## src/rtl/uart_axil_reg_bridge_if.sv

```systemverilog
// AXI4-Lite channel bundle between the chipset-side master and the UART register bridge.
// Carries the five AXI-Lite channels (aw, w, b, ar, r) without wstrb/prot.
//   master modport: drives addresses, data, valids and response readies.
//   slave modport : drives address/data readies, responses and read data.
interface uart_axil_reg_bridge_if #(
  parameter int ADDR_W = 13,
  parameter int DATA_W = 32
);
  logic [ADDR_W-1:0] awaddr;
  logic              awvalid;
  logic              awready;
  logic [DATA_W-1:0] wdata;
  logic              wvalid;
  logic              wready;
  logic [1:0]        bresp;
  logic              bvalid;
  logic              bready;
  logic [ADDR_W-1:0] araddr;
  logic              arvalid;
  logic              arready;
  logic [DATA_W-1:0] rdata;
  logic [1:0]        rresp;
  logic              rvalid;
  logic              rready;

  modport master (
    output awaddr, awvalid, wdata, wvalid, bready, araddr, arvalid, rready,
    input  awready, wready, bresp, bvalid, arready, rdata, rresp, rvalid
  );

  modport slave (
    input  awaddr, awvalid, wdata, wvalid, bready, araddr, arvalid, rready,
    output awready, wready, bresp, bvalid, arready, rdata, rresp, rvalid
  );
endinterface

```

## src/rtl/uart_axil_reg_bridge.sv

```systemverilog
// AXI4-Lite slave terminating the chipset-side UART port and converting each
// access into a single-outstanding req/ack register transaction to the UART core.
// A core that fails to ack within TIMEOUT_CYCLES gets the access completed with
// SLVERR so the host never stalls.
// Ports:
//   chipset_clk, chipset_rst_n : clock, synchronous active-low reset
//   s_axi                      : AXI-Lite slave channels (aw, w, b, ar, r)
//   reg_req/reg_we/reg_addr/reg_wdata : request towards the core, held until ack/timeout
//   reg_ack/reg_rdata/reg_err  : one-cycle completion strobe with read data and error flag
module uart_axil_reg_bridge #(
  parameter int ADDR_W         = 13,
  parameter int DATA_W         = 32,
  parameter int TIMEOUT_CYCLES = 1024
) (
  input  logic                  chipset_clk,
  input  logic                  chipset_rst_n,
  uart_axil_reg_bridge_if.slave s_axi,
  output logic                  reg_req,
  output logic                  reg_we,
  output logic [ADDR_W-1:0]     reg_addr,
  output logic [DATA_W-1:0]     reg_wdata,
  input  logic                  reg_ack,
  input  logic [DATA_W-1:0]     reg_rdata,
  input  logic                  reg_err
);

  localparam logic [2:0] IDLE    = 3'd0;
  localparam logic [2:0] REG_WR  = 3'd1;
  localparam logic [2:0] REG_RD  = 3'd2;
  localparam logic [2:0] WR_RESP = 3'd3;
  localparam logic [2:0] RD_RESP = 3'd4;

  localparam int TMR_W = $clog2(TIMEOUT_CYCLES + 1);

  logic [2:0]        state;
  logic              aw_held, w_held, ar_held;
  logic [ADDR_W-1:0] aw_addr_q, ar_addr_q;
  logic [DATA_W-1:0] w_data_q;
  logic              last_rd;
  logic [TMR_W-1:0]  timer;
  logic              bvalid_q, rvalid_q;
  logic [1:0]        bresp_q, rresp_q;
  logic [DATA_W-1:0] rdata_q;

  logic idle, wr_pend, rd_pend, grant_wr, grant_rd, done, timed_out;
  logic aw_fire, w_fire, ar_fire;
  logic [1:0] done_resp;

  assign idle    = (state == IDLE);
  assign wr_pend = aw_held && w_held;
  assign rd_pend = ar_held;
  // Round-robin only matters when both are pending: last_rd=1 hands the slot to the write.
  assign grant_wr = idle && wr_pend && (!rd_pend || last_rd);
  assign grant_rd = idle && rd_pend && (!wr_pend || !last_rd);

  assign timed_out = (timer == TMR_W'(TIMEOUT_CYCLES));
  // An ack arriving in the timeout cycle still wins over the timeout.
  assign done      = reg_ack || timed_out;
  assign done_resp = (reg_ack && !reg_err) ? 2'b00 : 2'b10;

  // Readies are gated by reset so they read 0 while the bridge is held in reset.
  assign s_axi.awready = chipset_rst_n && idle && !aw_held;
  assign s_axi.wready  = chipset_rst_n && idle && !w_held;
  assign s_axi.arready = chipset_rst_n && idle && !ar_held;

  assign aw_fire = s_axi.awvalid && s_axi.awready;
  assign w_fire  = s_axi.wvalid  && s_axi.wready;
  assign ar_fire = s_axi.arvalid && s_axi.arready;

  assign s_axi.bvalid = bvalid_q;
  assign s_axi.bresp  = bresp_q;
  assign s_axi.rvalid = rvalid_q;
  assign s_axi.rresp  = rresp_q;
  assign s_axi.rdata  = rdata_q;

  always_ff @(posedge chipset_clk) begin
    if (!chipset_rst_n) begin
      state     <= IDLE;
      aw_held   <= 1'b0;
      w_held    <= 1'b0;
      ar_held   <= 1'b0;
      aw_addr_q <= '0;
      ar_addr_q <= '0;
      w_data_q  <= '0;
      last_rd   <= 1'b0;
      timer     <= '0;
      reg_req   <= 1'b0;
      reg_we    <= 1'b0;
      reg_addr  <= '0;
      reg_wdata <= '0;
      bvalid_q  <= 1'b0;
      rvalid_q  <= 1'b0;
      bresp_q   <= 2'b00;
      rresp_q   <= 2'b00;
      rdata_q   <= '0;
    end else begin
      // Capture and grant-clear never collide: a channel is only accepted while its holder is empty.
      if (aw_fire) begin
        aw_held   <= 1'b1;
        aw_addr_q <= s_axi.awaddr;
      end
      if (w_fire) begin
        w_held   <= 1'b1;
        w_data_q <= s_axi.wdata;
      end
      if (ar_fire) begin
        ar_held   <= 1'b1;
        ar_addr_q <= s_axi.araddr;
      end

      case (state)
        IDLE: begin
          if (grant_wr) begin
            state     <= REG_WR;
            reg_req   <= 1'b1;
            reg_we    <= 1'b1;
            reg_addr  <= aw_addr_q;
            reg_wdata <= w_data_q;
            aw_held   <= 1'b0;
            w_held    <= 1'b0;
            timer     <= TMR_W'(1);
          end else if (grant_rd) begin
            state    <= REG_RD;
            reg_req  <= 1'b1;
            reg_we   <= 1'b0;
            reg_addr <= ar_addr_q;
            ar_held  <= 1'b0;
            timer    <= TMR_W'(1);
          end
        end
        REG_WR: begin
          if (done) begin
            reg_req  <= 1'b0;
            bvalid_q <= 1'b1;
            bresp_q  <= done_resp;
            state    <= WR_RESP;
          end else begin
            timer <= timer + TMR_W'(1);
          end
        end
        REG_RD: begin
          if (done) begin
            reg_req  <= 1'b0;
            rvalid_q <= 1'b1;
            rresp_q  <= done_resp;
            rdata_q  <= reg_ack ? reg_rdata : '0;
            state    <= RD_RESP;
          end else begin
            timer <= timer + TMR_W'(1);
          end
        end
        WR_RESP: begin
          if (s_axi.bready) begin
            bvalid_q <= 1'b0;
            last_rd  <= 1'b0;
            state    <= IDLE;
          end
        end
        RD_RESP: begin
          if (s_axi.rready) begin
            rvalid_q <= 1'b0;
            last_rd  <= 1'b1;
            state    <= IDLE;
          end
        end
        default: state <= IDLE;
      endcase
    end
  end

endmodule

```

## src/flat_wrapper.sv

```systemverilog
// flat-port wrapper written by rule: the top's interface ports become plain ports
module uart_axil_reg_bridge_flat 
#(
  parameter int ADDR_W         = 13,
  parameter int DATA_W         = 32,
  parameter int TIMEOUT_CYCLES = 1024
)
  (chipset_clk, chipset_rst_n, reg_req, reg_we, reg_addr, reg_wdata, reg_ack, reg_rdata, reg_err, s_axi_awaddr, s_axi_awvalid, s_axi_wdata, s_axi_wvalid, s_axi_bready, s_axi_araddr, s_axi_arvalid, s_axi_rready, s_axi_awready, s_axi_wready, s_axi_bresp, s_axi_bvalid, s_axi_arready, s_axi_rdata, s_axi_rresp, s_axi_rvalid);
  uart_axil_reg_bridge_if #(.ADDR_W(ADDR_W), .DATA_W(DATA_W)) s_axi_i ();
  input  logic chipset_clk;
  input  logic chipset_rst_n;
  output logic reg_req;
  output logic reg_we;
  output logic [ADDR_W-1:0] reg_addr;
  output logic [DATA_W-1:0] reg_wdata;
  input  logic reg_ack;
  input  logic [DATA_W-1:0] reg_rdata;
  input  logic reg_err;
  input wire logic [$bits(s_axi_i.awaddr)-1:0] s_axi_awaddr;
  input wire logic [$bits(s_axi_i.awvalid)-1:0] s_axi_awvalid;
  input wire logic [$bits(s_axi_i.wdata)-1:0] s_axi_wdata;
  input wire logic [$bits(s_axi_i.wvalid)-1:0] s_axi_wvalid;
  input wire logic [$bits(s_axi_i.bready)-1:0] s_axi_bready;
  input wire logic [$bits(s_axi_i.araddr)-1:0] s_axi_araddr;
  input wire logic [$bits(s_axi_i.arvalid)-1:0] s_axi_arvalid;
  input wire logic [$bits(s_axi_i.rready)-1:0] s_axi_rready;
  output wire logic [$bits(s_axi_i.awready)-1:0] s_axi_awready;
  output wire logic [$bits(s_axi_i.wready)-1:0] s_axi_wready;
  output wire logic [$bits(s_axi_i.bresp)-1:0] s_axi_bresp;
  output wire logic [$bits(s_axi_i.bvalid)-1:0] s_axi_bvalid;
  output wire logic [$bits(s_axi_i.arready)-1:0] s_axi_arready;
  output wire logic [$bits(s_axi_i.rdata)-1:0] s_axi_rdata;
  output wire logic [$bits(s_axi_i.rresp)-1:0] s_axi_rresp;
  output wire logic [$bits(s_axi_i.rvalid)-1:0] s_axi_rvalid;
  assign s_axi_i.awaddr = s_axi_awaddr;
  assign s_axi_i.awvalid = s_axi_awvalid;
  assign s_axi_i.wdata = s_axi_wdata;
  assign s_axi_i.wvalid = s_axi_wvalid;
  assign s_axi_i.bready = s_axi_bready;
  assign s_axi_i.araddr = s_axi_araddr;
  assign s_axi_i.arvalid = s_axi_arvalid;
  assign s_axi_i.rready = s_axi_rready;
  assign s_axi_awready = s_axi_i.awready;
  assign s_axi_wready = s_axi_i.wready;
  assign s_axi_bresp = s_axi_i.bresp;
  assign s_axi_bvalid = s_axi_i.bvalid;
  assign s_axi_arready = s_axi_i.arready;
  assign s_axi_rdata = s_axi_i.rdata;
  assign s_axi_rresp = s_axi_i.rresp;
  assign s_axi_rvalid = s_axi_i.rvalid;
  uart_axil_reg_bridge #(.ADDR_W(ADDR_W), .DATA_W(DATA_W), .TIMEOUT_CYCLES(TIMEOUT_CYCLES)) u_core (.chipset_clk(chipset_clk), .chipset_rst_n(chipset_rst_n), .s_axi(s_axi_i), .reg_req(reg_req), .reg_we(reg_we), .reg_addr(reg_addr), .reg_wdata(reg_wdata), .reg_ack(reg_ack), .reg_rdata(reg_rdata), .reg_err(reg_err));
endmodule
```

## config.mk

```make
export PLATFORM = sky130hd
export DESIGN_NAME = uart_axil_reg_bridge_flat
export DESIGN_NICKNAME = d
export VERILOG_FILES = /design/src/rtl/uart_axil_reg_bridge_if.sv /design/src/rtl/uart_axil_reg_bridge.sv /design/src/flat_wrapper.sv
export SDC_FILE = /design/constraint.sdc
export NUM_CORES = 1
export LEC_CHECK = 0
export BUFFER_PORTS_ARGS = -buffer_cell sky130_fd_sc_hd__buf_2
export CELL_PAD_IN_SITES_DETAIL_PLACEMENT = 0
export CELL_PAD_IN_SITES_GLOBAL_PLACEMENT = 1
export CORE_ASPECT_RATIO = 0.5
export CORE_MARGIN = 2
export CORE_UTILIZATION = 40
export DETAILED_ROUTE_END_ITERATION = 10
export PLACE_DENSITY_LB_ADDON = 0.08
export SYNTH_ARGS = -nofsm -noshare
export SYNTH_HDL_FRONTEND = slang
export SYNTH_SLANG_ARGS = --single-unit
```

## constraint.sdc

```tcl
create_clock -name chipset_clk -period 5.6 [get_ports chipset_clk]
set_clock_uncertainty 0.2 [all_clocks]
set_input_delay 1.4 -clock chipset_clk [delete_from_list [all_inputs] [get_ports chipset_clk]]
set_output_delay 1.4 -clock chipset_clk [all_outputs]
set_load 0.1 [all_outputs]
```

==> flow_metrics.py, run 1 <==
metrics = {
    "run_status": {
        "status": "complete, no violations",
    },
    "layout": {
        "fin_area_sq_um": 7463,
        "layout_common_cells": "buf_2, nand2_1, dfxtp_1, a21oi_1, a22o_1",
        "num-nets-final": 934,
        "final_layout_size_suffix_gt1_share_pct": 28.64,
        "area_growth_pct": 26.43,
        "layout_commonest_cell": "buf_2",
    },
    "timing": {
        "finalSetupViolCount": 0,
        "whs_ps": 242.1,
        "max_slew_margin_pct": 22.40,
        "clock.fmax_mhz": 220.7,
        "hold_viol": 0,
        "min_period_ps": 4531,
        "tightest_slew_ps": 1161,
        "period_share_pct": 80.91,
        "tns_ps": 0,
        "rsz0062_at_grt": "false",
        "drv_slew": 0,
    },
    "synth": {
        "synth.avg_cell_area_sq_um": 8.798,
        "yosysUniqueCellTypes": 52,
        "synth_enable_flop_cells": 0,
        "synthCells": 671,
        "async_reset_ff_share_pct": 0,
        "synth-seq-area-share_pct": 53.92,
        "ys_warn_count": 0,
        "netlist_area_sq_um": 5903,
        "ys.flop_type": "dfxtp_1",
        "ys_ff_latch": 159,
    },
    "grt": {
        "busiest_layer": "met2",
        "grt_pass1_vias": 4725,
        "antenna_found_initial": 2,
        "grt_overflow_total": 0,
        "met2_usage_pct": 28.90,
        "globalRouteMet3Util_pct": 6.514,
        "use_met1_pct": 27.68,
        "grt_usage_pct": 19.76,
        "grt_pass1_wl_um": 24720,
        "grt_max_degree": 65,
    },
    "setup_path": {
        "max_stage_delay_ps": 550,
        "crit_start": "chipset_rst_n",
        "path_class": "primary input to output pin",
        "critical_path.most_common_cell": "buf_2",
        "cp.arrival_ps": 2930,
        "worstSetupEndpointType": "output pin",
        "r2r-start": "u_core.w_held",
        "r2r-end": "u_core.reg_addr[11]",
        "critPathLaunchType": "primary input",
        "worstPathMaxFanout": 15,
        "reg2reg_depth": 4,
        "crit_slowest_cell": "or4b_4",
        "r2r_slack_ps": 2880,
        "worstPathCellList": "buf_2 > or4b_4 > nor2_2 > buf_4 > buf_2",
        "worst_ep_required_time_ps": 4000,
        "crit_path_end": "s_axi_arready",
    },
    "cts": {
        "cts_buffer_depth": 2,
        "clk_pin_slew_worst_paths_ps": 70,
        "cts_root_buf": "clkbuf_16",
        "post_cts_resized": 0,
        "cts_tree": "done",
        "cts_made_buffers": 17,
        "cts_sinks": 159,
        "clk_latency_ps": 420,
        "cts.htree.levels": 4,
        "cts_hold_buf": 0,
        "postCtsSetupBuffers": 0,
    },
    "placement": {
        "dp_hpwl_um": 10260,
        "place.gp.congestion": 0.7815,
        "port_buffers": 184,
        "placed_area_sq_um": 6890,
    },
    "floorplan": {
        "ios": 187,
        "die_w_um": 175.8,
        "dieArea_sq_um": 15800,
        "die_height_um": 89.90,
        "row_count": 31,
        "core_sq_um": 14430,
        "initial_core_util_pct": 40.91,
    },
    "run": {
        "drv_cap": 0,
    },
    "detailed_routing": {
        "via_count": 5233,
        "wl_um": 15660,
        "avgViaCountPerCell": 5.012,
        "drc_errors": 0,
        "first_pass_iters": 5,
        "drt-initial-drc-count": 283,
        "wire_per_inst_um": 15.00,
        "detail-route-antenna-nets": 0,
    },
    "min_path": {
        "hold_depth": 2,
        "hold_class": "flip-flop to flip-flop",
    },
    "pwr": {
        "powerDensity_nw_per_um2": 443.1,
        "p_leak_nw": 3.152,
        "ir_drop_v": 0.0002316,
    },
}
[synthesized netlist by cell type (3+ instances only)]
cell / n / area (sq um)
o21ai_0: 9 / 45.04
nor3_1: 7 / 35.03
a22o_1: 32 / 280.3
buf_2: 19 / 95.09
dfxtp_1: 159 / 3183
nor2_2: 4 / 25.02
buf_6: 4 / 45.04
nand2_1: 173 / 649.4
nand3_1: 24 / 120.1
nor2_1: 31 / 116.4
o41ai_1: 3 / 26.28
a21oi_1: 100 / 500.5
inv_1: 8 / 30.03
and3_1: 3 / 18.77
buf_4: 3 / 22.52
mux2i_1: 13 / 130.1
clkbuf_1: 21 / 78.83
nand2b_1: 4 / 25.02
o221ai_1: 13 / 113.9
[final cells by class]
cell class              count  area (sq um)
multi-input cells         455          2451
fillers                  1480          6965
clock inverters            12         127.6
inverters                   9         35.03
well taps                 198         247.7
flip-flops and latches    159          3183
diodes                      1         2.502
repair buffers            191         973.4
clock buffers              19         442.9
[where the power goes]
| part | internal [mW] | switching (mW) | total [mW] |
|---|---|---|---|
| registers | 1.24 | 0.0793 | 1.32 |
| clock network | 0.635 | 0.495 | 1.13 |
| logic | 0.198 | 0.659 | 0.858 |
| total | 2.07 | 1.23 | 3.31 |
[registers in the layout, indices dropped and copies added, names as in the netlist]
register             count
u_core.ar_addr_q        13
u_core.reg_req           1
u_core.reg_we            1
u_core.ar_held           1
u_core.s_axi.rvalid      1
u_core.s_axi.rdata      32
u_core.aw_held           1
u_core.reg_addr         13
u_core.s_axi.bresp       1
u_core.aw_addr_q        13
u_core.w_held            1
u_core.s_axi.bvalid      1
u_core.state             3
u_core.w_data_q         32
u_core.s_axi.rresp       1
u_core.timer            11
u_core.last_rd           1
u_core.reg_wdata        32
[critical path, delay by kind of cell]
family	cells	cell delay (ps)
simple gates	2	650
buf+inv	3	870
[stage by stage]
step	util [%]	worst slack (ps)	cells	total power, mW
after floorplan	-	1273	672	2.031
after global placement	47.75	1078	1012	2.201
after detailed placement	47.75	1071	1012	2.204
after CTS	51.71	1064	1043	3.343
after global routing	51.71	982.3	1043	3.466
final	51.73	1069	1044	3.307
[routing by layer]
layer / wire, um / up-vias / share of wire [%]
met5: 13 / - / 0.083
met2: 6812 / 151 / 43
li1: - / 2636 / -
met1: 7562 / 2428 / 48
met3: 1123 / 16 / 7.2
met4: 149 / 2 / 0.95
[logic make-up (layout without fill, tap and decap cells)]
kind of cell	after synthesis	in the layout	share of synthesized area, %
other	1	3	0.06353
adder cells (fa/ha/maj)	2	2	0.4238
XOR/XNOR	2	2	0.2968
multiplexers	15	15	2.586
buffers and inverters	58	231	4.790
AND/OR/NAND/NOR	264	264	19.48
AO/OA/AOI/OAI	170	170	18.44
flip-flops	159	159	53.92
[worst min-delay path by stage]
stage | end | startpoint
3_5_place_dp | u_core.reg_addr[3] | u_core.reg_addr[3]
5_1_grt | u_core.reg_wdata[27] | u_core.w_data_q[27]
2_1_floorplan | u_core.timer[10] | u_core.timer[10]
6_report | u_core.reg_wdata[3] | u_core.w_data_q[3]
4_1_cts | u_core.reg_wdata[3] | u_core.w_data_q[3]
3_3_place_gp | u_core.reg_addr[6] | u_core.reg_addr[6]
(Power assumes the default switching activity.)
==> run 2: changes to the inputs <==
Settings changed: CORE_UTILIZATION 40 to 37.
Clock period 5.6 ns to 4.7 ns, I/O delays scaled along.
==> run 2 against run 1 <==
Against the previous run: final area up 0.80%; wire length up 1.7%; clock-buffer cell count up 1; largest power group unchanged; highest routed layer unchanged.
==> flow_metrics.py, run 2 (synthesis gave the netlist of run 1 again) <==
metrics = {
    "min_path": {
        "hold_class": "flip-flop to flip-flop",
    },
    "cts": {
        "cts_tree": "done",
        "cts_hold_buf": 0,
        "cts_root_buf": "clkbuf_16",
        "cts_buffer_depth": 2,
        "cts.htree.levels": 4,
        "post_cts_resized": 0,
        "cts_made_buffers": 17,
        "cts_sinks": 159,
        "clk_latency_ps": 420,
        "clk_pin_slew_worst_paths_ps": 60,
        "postCtsSetupBuffers": 0,
    },
    "layout": {
        "layout_commonest_cell": "buf_2",
        "layout_common_cells": "buf_2, nand2_1, dfxtp_1, a21oi_1, a22o_1",
        "final_layout_size_suffix_gt1_share_pct": 28.61,
        "fillCellCount": 1595,
        "area_growth_pct": 27.45,
        "num-nets-final": 936,
    },
    "floorplan": {
        "initial_core_util_pct": 38.10,
        "ios": 187,
        "core_sq_um": 15490,
        "dieArea_sq_um": 17040,
        "row_count": 32,
        "die_w_um": 182.6,
        "die_height_um": 93.32,
    },
    "timing": {
        "period_share_pct": 82.55,
        "tightest_slew_ps": 1133,
        "hold_viol": 0,
        "drv_slew": 0,
        "whs_ps": 246.8,
        "finalSetupViolCount": 0,
        "fin_ws_ps": 819.9,
        "min_period_ps": 3880,
        "max_slew_margin_pct": 24.21,
        "tns_ps": 0,
        "clock.fmax_mhz": 257.7,
        "rsz0062_at_grt": "false",
    },
    "detailed_routing": {
        "drc_errors": 0,
        "avgViaCountPerCell": 4.962,
        "via_count": 5215,
        "wire_per_inst_um": 15.16,
        "first_pass_iters": 4,
        "wl_um": 15930,
        "drt-initial-drc-count": 275,
        "detail-route-antenna-nets": 0,
    },
    "pwr": {
        "powerDensity_nw_per_um2": 537.7,
        "ir_drop_v": 0.0002766,
        "p_leak_nw": 3.180,
    },
    "placement": {
        "preCtsSetupSlack_ps": 806.5,
        "dp_hpwl_um": 10410,
        "port_buffers": 184,
        "place.gp.congestion": 0.7716,
    },
    "grt": {
        "grt_pass1_vias": 4847,
        "grt_pass1_wl_um": 25070,
        "grt_overflow_total": 0,
        "grt_usage_pct": 18.82,
        "grt_max_degree": 72,
        "antenna_found_initial": 3,
    },
    "setup_path": {
        "cp.arrival_ps": 2510,
        "worst_ep_required_time_ps": 3320,
        "path_class": "primary input to output pin",
        "worstPathMaxFanout": 11,
        "max_stage_delay_ps": 550,
        "critPathLaunchType": "primary input",
        "crit_slowest_cell": "or4b_4",
        "critical_path.most_common_cell": "buf_2",
        "worstSetupEndpointType": "output pin",
        "worstPathCellList": "buf_2 > or4b_4 > nor2_2 > buf_2",
    },
    "run_status": {
        "status": "complete, no violations",
    },
    "run": {
        "drv_cap": 0,
    },
}
run 2: metrics by stage:
step	instances	cell area [sq um]	utilization, %	power (mW)
final	1051	7523	48.55	4.045
after global routing	1051	7523	48.55	4.234
after CTS	1050	7521	48.54	4.090
after detailed placement	1020	6913	44.61	2.635
after global placement	1020	6913	44.61	2.629
after floorplan	672	5907	-	2.420
run 2: metal layers:
layer	share of wire (%)	vias to the layer above	global-route usage, %	wire, um
met5	0.063	-	0	10
met4	0.59	2	5.108	94
met3	7.7	9	6.386	1233
met2	43	161	28.36	6905
met1	48	2407	25.71	7689
li1	-	2636	-	-
run 2: critical path: cells and delay by family:
family	cells	cell delay, ps
simple gates	2	690
buf+inv	2	640
run 2: where the power goes:
| part | internal [mW] | switching [mW] | leakage (nW) |
|---|---|---|---|
| logic | 0.237 | 0.790 | 1.60 |
| registers | 1.48 | 0.0965 | 1.29 |
| clock network | 0.897 | 0.545 | 0.288 |
run 2: layout make-up:
class | instances | area, sq um | area share (%)
inverter | 9 | 35.03 | 0.4657
timing repair buffer | 193 | 988.4 | 13.14
sequential | 159 | 3183 | 42.31
clock inverter | 10 | 161.4 | 2.145
antenna | 1 | 2.502 | 0.03326
multi-input combinational | 455 | 2451 | 32.58
clock buffer | 20 | 446.7 | 5.937
tap | 204 | 255.2 | 3.393
run 2: path summary, 6_finish.rpt:
| check | cells after the start | start | end | slack [ps] |
|---|---|---|---|---|
| min | 2 | u_core.w_data_q[21] | u_core.reg_wdata[21] | 250 |
| max reg2reg | 4 | u_core.state[2] | u_core.reg_addr[0] | 2070 |
| min reg2reg | 2 | u_core.w_data_q[21] | u_core.reg_wdata[21] | 250 |
| max | 4 | chipset_rst_n | s_axi_awready | 820 |
